`config.mk`:
```
export PLATFORM = sky130hd
export DESIGN_NAME = acc_recv_mem_writer_flat
export DESIGN_NICKNAME = d
export VERILOG_FILES = /design/src/rtl/acc_recv_mem_writer_if.sv /design/src/rtl/acc_recv_mem_writer.sv /design/src/flat_wrapper.sv
export SDC_FILE = /design/constraint.sdc
export NUM_CORES = 1
export LEC_CHECK = 0
export CAP_MARGIN = 10
export CORE_MARGIN = 2
export CORE_UTILIZATION = 50
export CTS_CLUSTER_SIZE = 28
export DETAILED_ROUTE_END_ITERATION = 16
export MAX_ROUTING_LAYER = met4
export PLACE_DENSITY = 0.7
export RECOVER_POWER = 100
export SYNTH_ARGS = -nofsm -noshare
export SYNTH_HDL_FRONTEND = slang
export SYNTH_SLANG_ARGS = --single-unit
```
`constraint.sdc`:
```
create_clock -name nios_clk -period 10 [get_ports nios_clk]
set_clock_uncertainty 0.2 [all_clocks]
set_input_delay 2 -clock nios_clk [delete_from_list [all_inputs] [get_ports nios_clk]]
set_output_delay 2 -clock nios_clk [all_outputs]
set_load 0.005 [all_outputs]
```
`src/rtl/acc_recv_mem_writer_if.sv`:
```
// rtl/acc_recv_mem_writer_if.sv - Avalon-MM write-master bus bundle
//
// Groups the Avalon-MM write signals driven by acc_recv_mem_writer.
//   master modport : drives address/write/writedata/byteenable, samples waitrequest
//   slave modport  : samples the write signals, drives waitrequest
interface acc_recv_mem_writer_if #(
  parameter int ADDR_WIDTH = 32,
  parameter int DATA_WIDTH = 32
);
  logic [ADDR_WIDTH-1:0]   avm_address;
  logic                    avm_write;
  logic [DATA_WIDTH-1:0]   avm_writedata;
  logic [DATA_WIDTH/8-1:0] avm_byteenable;
  logic                    avm_waitrequest;

  modport master (
    output avm_address,
    output avm_write,
    output avm_writedata,
    output avm_byteenable,
    input  avm_waitrequest
  );

  modport slave (
    input  avm_address,
    input  avm_write,
    input  avm_writedata,
    input  avm_byteenable,
    output avm_waitrequest
  );
endinterface

```
`src/rtl/acc_recv_mem_writer.sv`:
```
// rtl/acc_recv_mem_writer.sv - receive-engine write buffer replaying to Avalon-MM
//
// Buffers single-cycle write pulses from the receive matcher in a small FIFO
// and replays them, in order, as Avalon-MM writes with waitrequest handling.
// The matcher cannot be stalled, so writes arriving to a full FIFO are dropped
// and counted.
//   nios_clk, reset          : clock, asynchronous active-high reset
//   in_write/in_addr/in_data : one-cycle write request from the matcher
//   clear_stats              : synchronous clear of drop_count/overflow/writes_done
//   avm (master)             : Avalon-MM write master toward main memory
//   fifo_level               : FIFO occupancy, not counting the output stage
//   drop_count, overflow     : saturating drop counter, sticky drop flag
//   writes_done              : completed Avalon writes (wraps)
//   idle                     : nothing buffered, nothing in flight, no input
module acc_recv_mem_writer #(
  parameter int DATA_WIDTH = 32,
  parameter int ADDR_WIDTH = 32,
  parameter int FIFO_AW    = 3,
  parameter int CNT_WIDTH  = 16
) (
  input  logic                  nios_clk,
  input  logic                  reset,
  input  logic                  in_write,
  input  logic [ADDR_WIDTH-1:0] in_addr,
  input  logic [DATA_WIDTH-1:0] in_data,
  input  logic                  clear_stats,
  acc_recv_mem_writer_if.master avm,
  output logic [FIFO_AW:0]      fifo_level,
  output logic [CNT_WIDTH-1:0]  drop_count,
  output logic                  overflow,
  output logic [31:0]           writes_done,
  output logic                  idle
);
  localparam int BE_WIDTH = DATA_WIDTH / 8;
  localparam int LSB      = $clog2(BE_WIDTH);
  // Clears the byte-offset bits so every Avalon address is word aligned.
  localparam logic [ADDR_WIDTH-1:0] ADDR_MASK =
    ~((ADDR_WIDTH'(1) << LSB) - ADDR_WIDTH'(1));
  localparam logic [FIFO_AW:0] DEPTH = (FIFO_AW + 1)'(1) << FIFO_AW;

  localparam logic [0:0] ST_IDLE = 1'b0;
  localparam logic [0:0] ST_BUSY = 1'b1;

  typedef struct packed {
    logic [ADDR_WIDTH-1:0] addr;
    logic [DATA_WIDTH-1:0] data;
  } entry_t;

  entry_t fifo_mem [2**FIFO_AW];

  logic [FIFO_AW-1:0]    wr_ptr_q, wr_ptr_d, rd_ptr_q, rd_ptr_d;
  logic [FIFO_AW:0]      count_q, count_d;
  logic [0:0]            state_q, state_d;
  logic [ADDR_WIDTH-1:0] addr_q, addr_d;
  logic [DATA_WIDTH-1:0] data_q, data_d;
  logic [CNT_WIDTH-1:0]  drop_count_q, drop_count_d;
  logic                  overflow_q, overflow_d;
  logic [31:0]           writes_done_q, writes_done_d;

  logic accept, pop, push, drop;

  always_comb begin
    accept = (state_q == ST_BUSY) && !avm.avm_waitrequest;
    // The output stage is reloaded whenever it is empty or being retired,
    // which gives back-to-back writes at one per cycle.
    pop    = (count_q != '0) && ((state_q == ST_IDLE) || accept);
    // A full FIFO still takes a push when a pop frees a slot on the same edge.
    push   = in_write && ((count_q != DEPTH) || pop);
    drop   = in_write && !push;

    wr_ptr_d = push ? wr_ptr_q + FIFO_AW'(1) : wr_ptr_q;
    rd_ptr_d = pop  ? rd_ptr_q + FIFO_AW'(1) : rd_ptr_q;

    count_d = count_q;
    case ({push, pop})
      2'b10:   count_d = count_q + (FIFO_AW + 1)'(1);
      2'b01:   count_d = count_q - (FIFO_AW + 1)'(1);
      default: count_d = count_q;
    endcase

    state_d = state_q;
    addr_d  = addr_q;
    data_d  = data_q;
    if (pop) begin
      state_d = ST_BUSY;
      addr_d  = fifo_mem[rd_ptr_q].addr & ADDR_MASK;
      data_d  = fifo_mem[rd_ptr_q].data;
    end else if (accept) begin
      state_d = ST_IDLE;
    end

    drop_count_d  = drop_count_q;
    overflow_d    = overflow_q;
    writes_done_d = writes_done_q;
    if (clear_stats) begin
      drop_count_d  = '0;
      overflow_d    = 1'b0;
      writes_done_d = '0;
    end else begin
      if (drop) begin
        overflow_d = 1'b1;
        if (drop_count_q != '1) drop_count_d = drop_count_q + CNT_WIDTH'(1);
      end
      if (accept) writes_done_d = writes_done_q + 32'd1;
    end
  end

  always_ff @(posedge nios_clk or posedge reset) begin
    if (reset) begin
      wr_ptr_q      <= '0;
      rd_ptr_q      <= '0;
      count_q       <= '0;
      state_q       <= ST_IDLE;
      addr_q        <= '0;
      data_q        <= '0;
      drop_count_q  <= '0;
      overflow_q    <= 1'b0;
      writes_done_q <= '0;
    end else begin
      wr_ptr_q      <= wr_ptr_d;
      rd_ptr_q      <= rd_ptr_d;
      count_q       <= count_d;
      state_q       <= state_d;
      addr_q        <= addr_d;
      data_q        <= data_d;
      drop_count_q  <= drop_count_d;
      overflow_q    <= overflow_d;
      writes_done_q <= writes_done_d;
    end
  end

  // Storage array needs no reset: only entries covered by count_q are read.
  always_ff @(posedge nios_clk) begin
    if (push) fifo_mem[wr_ptr_q] <= '{addr: in_addr, data: in_data};
  end

  assign avm.avm_write      = (state_q == ST_BUSY);
  assign avm.avm_address    = addr_q;
  assign avm.avm_writedata  = data_q;
  assign avm.avm_byteenable = {BE_WIDTH{state_q == ST_BUSY}};

  assign fifo_level  = count_q;
  assign drop_count  = drop_count_q;
  assign overflow    = overflow_q;
  assign writes_done = writes_done_q;
  assign idle        = (count_q == '0) && (state_q == ST_IDLE) && !in_write;
endmodule

```
`src/flat_wrapper.sv`:
```
// flat-port wrapper written by rule: the top's interface ports become plain ports
module acc_recv_mem_writer_flat 
#(
  parameter int DATA_WIDTH = 32,
  parameter int ADDR_WIDTH = 32,
  parameter int FIFO_AW    = 3,
  parameter int CNT_WIDTH  = 16
)
  (nios_clk, reset, in_write, in_addr, in_data, clear_stats, fifo_level, drop_count, overflow, writes_done, idle, avm_avm_address, avm_avm_write, avm_avm_writedata, avm_avm_byteenable, avm_avm_waitrequest);
  acc_recv_mem_writer_if #(.ADDR_WIDTH(ADDR_WIDTH), .DATA_WIDTH(DATA_WIDTH)) avm_i ();
  input  logic nios_clk;
  input  logic reset;
  input  logic in_write;
  input  logic [ADDR_WIDTH-1:0] in_addr;
  input  logic [DATA_WIDTH-1:0] in_data;
  input  logic clear_stats;
  output logic [FIFO_AW:0] fifo_level;
  output logic [CNT_WIDTH-1:0] drop_count;
  output logic overflow;
  output logic [31:0] writes_done;
  output logic idle;
  output wire logic [$bits(avm_i.avm_address)-1:0] avm_avm_address;
  output wire logic [$bits(avm_i.avm_write)-1:0] avm_avm_write;
  output wire logic [$bits(avm_i.avm_writedata)-1:0] avm_avm_writedata;
  output wire logic [$bits(avm_i.avm_byteenable)-1:0] avm_avm_byteenable;
  input wire logic [$bits(avm_i.avm_waitrequest)-1:0] avm_avm_waitrequest;
  assign avm_avm_address = avm_i.avm_address;
  assign avm_avm_write = avm_i.avm_write;
  assign avm_avm_writedata = avm_i.avm_writedata;
  assign avm_avm_byteenable = avm_i.avm_byteenable;
  assign avm_i.avm_waitrequest = avm_avm_waitrequest;
  acc_recv_mem_writer #(.DATA_WIDTH(DATA_WIDTH), .ADDR_WIDTH(ADDR_WIDTH), .FIFO_AW(FIFO_AW), .CNT_WIDTH(CNT_WIDTH)) u_core (.nios_clk(nios_clk), .reset(reset), .in_write(in_write), .in_addr(in_addr), .in_data(in_data), .clear_stats(clear_stats), .avm(avm_i), .fifo_level(fifo_level), .drop_count(drop_count), .overflow(overflow), .writes_done(writes_done), .idle(idle));
endmodule
```
* Word level (Yosys, flattened, before mapping) *
Memory sizes are Yosys's and may differ from the RTL's. A register that Yosys moved wholly into a read port is not among the register bits.
Index checks and enable logic that the tools add are counted.

storage, ports and cells
  bits in read-only memories = 0
  memories kept = 1
  output and inout port bits = 123
  latch bits = 0
  flip-flop bits (word level) = 60
  input port bits = 69
  memory bits (writable) = 512
  logic and storage cells = 50

cells by class
  $add $sub $neg = 6
  shift operators = 0
  $lt $le $gt $ge = 0
  divide/modulo/power cells = 0
  bitwise operators = 1
  equality and inequality tests = 4
  reduce and logical (&&, ||, !) cells = 19
  multiply operators = 0
  multiplexer cells = 12

memory list
  memory           depth  bits a word  read ports  clocked after Yosys merged registers in  wr ports  RTL line                   text
  u_core.fifo_mem  8      64           1           1                                        1         acc_recv_mem_writer.sv:49  entry_t fifo_mem [2**FIFO_AW];

operators by type and width
  operator               count
  $mux 32                2
  $mux 16                3
  $add 32x1->32 const B  1
  $add 16x1->16 const B  1
  $ne 16x16->1 const B   1
  $reduce_bool 2->1      5
  $pmux 4 s2             1
  $add 3x1->3 const B    2
  $logic_and 1x1->1      6
  $mux 1                 6
  $add 4x1->4 const B    1
  $logic_not 4->1        1
  $ne 4x4->1 const B     1
  $reduce_bool 4->1      1
  $sub 4x1->4 const B    1
  $logic_not 1->1        3
  $eq 2x1->1 const B     1
  $eq 2x2->1 const B     1
  $logic_or 1x1->1       2
  $reduce_and 2->1       1
  $not 1->1              1

* Depth between registers and ports, before layout *
  word-level depth = 10
  depth in mapped cells = 11
  gate-level depth less buffers = 9

* Worst setup path before layout *
No wires, ideal clock.

  path kind = input to register
  start point = in avm_avm_waitrequest
  end point = mem u_core.fifo_mem[0][0] (netlist name), enable pin
  buffers on the path = 0
  arrival time = 6,713 ps
  stages on the path = 4
  path slack = 2,529 ps
  data required time = 9,242 ps
  cells stage by stage = nand3_1 -> o21ai_1 -> or2_2 -> nor3_1

on the way
  longest elaborated chain between the ends = 8

ends and longest elaborated chain
  element                       RTL line                    text
  start: declaration            flat_wrapper.sv:26          input wire logic [$bits(avm_i.avm_waitrequest)-1:0] avm_avm_waitrequest;
  $logic_not 1->1               acc_recv_mem_writer.sv:63   accept = (state_q == ST_BUSY) && !avm.avm_waitrequest;
  $logic_and 1x1->1             acc_recv_mem_writer.sv:63
  $logic_or 1x1->1              acc_recv_mem_writer.sv:66   pop = (count_q != '0) && ((state_q == ST_IDLE) || accept);
  $logic_and 1x1->1             acc_recv_mem_writer.sv:66
  $logic_or 1x1->1              acc_recv_mem_writer.sv:68   push = in_write && ((count_q != DEPTH) || pop);
  $logic_and 1x1->1             acc_recv_mem_writer.sv:68
  $mux 1                        acc_recv_mem_writer.sv:134  if (push) fifo_mem[wr_ptr_q] <= '{addr: in_addr, data: in_data};
  $mux 1 (implied by the code)  acc_recv_mem_writer.sv:134
  end: declaration              acc_recv_mem_writer.sv:49

No other way between the ends.

* Worst setup path in the final report *
  start point = in avm_avm_waitrequest
  end point = mem u_core.fifo_mem[4][27] (netlist name), enable pin

Same word-level chain as after synthesis.

==> flow_summary.yaml <==
setup_path:
  r2r_setup_slack_ps: 3970
  cp-end-kind: "flip-flop"
  critPathKind: "primary input to flip-flop"
  worstSetupPathDepth: 6
  crit_family: "buffers and inverters"
  cp_cell_sequence: "dlygate4sd3_1 -> nand3_1 -> o21ai_0 -> or2_0 -> nor2_1 -> clkbuf_1"
  r2r-end: "u_core.fifo_mem[4][27]"
  path_buf_inv: 2
  worst-path-max-fanout: 50
  worstSetupStartpointType: "primary input"
  arrival_ps: 7390
  max_stage_delay_ps: 2770
  rr_worst_depth: 5
  cp.required_ps: 9930
  slowest_stage: "clkbuf_1"
  r2r_start: "u_core.fifo_level[0]"
final_layout:
  finalNetCount: 1534
  drive_above_1_share_pct: 15.44
  final_cell_area_mm2: 0.02833
  area_growth_pct: 18.74
  filler_cell_count: 3494
clock_tree:
  clockBufferDepth: 3
  hold_buffers: 0
  h-tree-depth: 2
  insertion_delay_ps: 620
  cts_tree: "yes"
  clock_sinks: 618
  clk_pin_slew_ps: 60
  cts_setup_buffers: 0
  root_buffer: "clkbuf_16"
  cts_made_buffers: 60
  cts_resized: 0
global_routing:
  grtUsageTotal_pct: 20.13
  grt_pass1_wl_mm: 73.20
  grt_pass1_vias: 12330
  antenna_found_initial: 13
  grt_overflow: 0
  grt_max_degree: 77
synthesis:
  synth_area_leaders: "edfxtp_1 (62%), dfrtp_1 (13%), mux4_2 (12%), mux2i_1 (2.8%), nand2_1 (1.3%)"
  synth_ff_type: "edfxtp_1"
  synth_seq_area_share_pct: 75.21
  synth_area_mm2: 0.02386
  avgSynthCellArea_um2: 19.01
  synthCells: 1255
  synth_common_cells: "edfxtp_1 (496), mux4_2 (124), dfrtp_1 (122)"
  yosysWarnings: 0
  synthArstFlopShare_pct: 19.74
  synth_top_area_share_pct: 62.42
  synthMostInstantiatedCell: "edfxtp_1"
  synth_cell_types: 48
  ys_ff_latch: 618
  yosysTopAreaCell: "edfxtp_1"
  synth_edf_count: 496
sta:
  setup_viol: 0
  fin_crit_ps: 7459
  timing.final.crit_share_pct: 74.59
  worstMarginPinSlew_ps: 4827
  fin_tns_setup_ps: 0
  maxSlewHeadroom_pct: -221.8
  setup_ws_ps: 2541
  drv_slew: 568
  hold_viol_final: 0
  rsz0062_at_grt: "no"
  whs_ps: 269.8
  fmax_mhz: 134.1
worst_hold_path:
  hold-path-cell-count: 2
  hold_start: "u_core.avm.avm_address[31]"
  min_path_type: "flip-flop to flip-flop"
  min_to: "u_core.avm.avm_address[31]"
floorplanning:
  core_area_mm2: 0.04745
  die_w_um: 222.5
  die_height_um: 222.5
  fp.dieArea_mm2: 0.04949
  start_util_pct: 50.29
  io_pins: 192
  num_rows: 80
detailed_routing:
  viasPerCell: 5.576
  drt_iter0_drc: 1043
  vias: 11910
  drt_first_pass_iters: 5
  wl_per_cell_um: 22.23
  drc: 0
  drt-total-wl_mm: 47.49
  ant_nets: 0
place:
  place_area_mm2: 0.02639
  io_buffers: 187
  dpl.hpwl_mm: 25.62
  place.gp.congestion: 0.8274
  dp_worst_setup_slack_ps: 4433
run_status:
  violations: "capacitance limit, slew limit"
  outcome: "finished with violations"
power_and_ir_drop:
  power.density_mw_per_mm2: 265.8
  power.total_mw: 7.531
  ir_worst_vdd_mv: 0.1650
  p_leak_nw: 9.929
run:
  cap_violations: 13
==> how the worst max path moves through the flow <==
stage | from | endpoint | slack [ps]
floorplan | avm_avm_waitrequest | u_core.fifo_mem[0][0] | 2530
global placement | in_write | idle | 4520
detailed placement | in_write | idle | 4430
CTS | in_write | idle | 4430
global route | avm_avm_waitrequest | u_core.fifo_mem[4][27] | 2260
finish | avm_avm_waitrequest | u_core.fifo_mem[4][27] | 2540
==> tightest hold or removal path: cells and delay by family, from the launching register on <==
kind	cells	cell delay (ps)
flip-flops	1	330
AO/OA/AOI/OAI	1	60
AND/OR/NAND/NOR	1	50
==> cells by family after synthesis <==
family	after synthesis	share of synthesized area [%]
AOI/OAI and AO/OA	84	1.945
xor gates and xnor gates	48	1.762
adders and majority gates	7	0.3985
muxes	192	14.58
DFF	618	75.21
other	1	0.01572
buffers and inverters	76	1.542
and+or+nand+nor	229	4.541
==> where the power goes <==
group          switching (mW)  internal, mW  leakage, nW
clock                   0.929          1.33        0.968
sequential              0.281          3.24         6.07
combinational           0.839         0.909         2.89
==> sequential cells by signal, indices dropped and copies added (netlist names), 3 cells and up <==
| register | count |
|---|---|
| u_core.avm.avm_address | 30 |
| u_core.avm.avm_writedata | 32 |
| u_core.drop_count | 16 |
| u_core.fifo_level | 4 |
| u_core.fifo_mem | 496 |
| u_core.rd_ptr_q | 3 |
| u_core.wr_ptr_q | 3 |
| u_core.writes_done | 32 |
==> per-stage QoR <==
stage / utilization, % / instances
final: 59.72 / 2136
after global routing: 59.70 / 2133
after CTS: 59.85 / 2124
after detailed placement: 55.62 / 2011
after global placement: 55.62 / 2011
after floorplan: - / 1256
==> layout make-up <==
| type | instances | area [um2] | share of cell area, % |
|---|---|---|---|
| Tap cell | 615 | 769.5 | 2.716 |
| Clock buffer | 88 | 1697 | 5.988 |
| Inverter | 10 | 38.79 | 0.1369 |
| Clock inverter | 25 | 307.8 | 1.086 |
| Sequential cell | 618 | 17960 | 63.38 |
| Multi-Input combinational cell | 562 | 5559 | 19.62 |
| Antenna cell | 12 | 30.03 | 0.1060 |
| Timing Repair Buffer | 206 | 1973 | 6.964 |
==> routing by layer <==
metal	share of wire (%)	track usage (%)
met3	5.4	3.941
met1	43	27.04
met5	0	-
met2	49	32.16
met4	1.9	5.044
==> placed cells by master (no fill, tap or decap), types with 22 or more instances in the layout <==
master,netlist,final
dlygate4sd3_1,0,185
o21ai_0,58,69
nor2_1,60,56
xor2_1,36,36
mux2i_1,66,66
dfrtp_1,122,119
mux4_2,124,124
nand2_1,84,84
clkbuf_16,0,60
nand3_1,22,22
clkbuf_1,27,30
edfxtp_1,496,496
No activity file was read; power rests on OpenSTA's default activity.
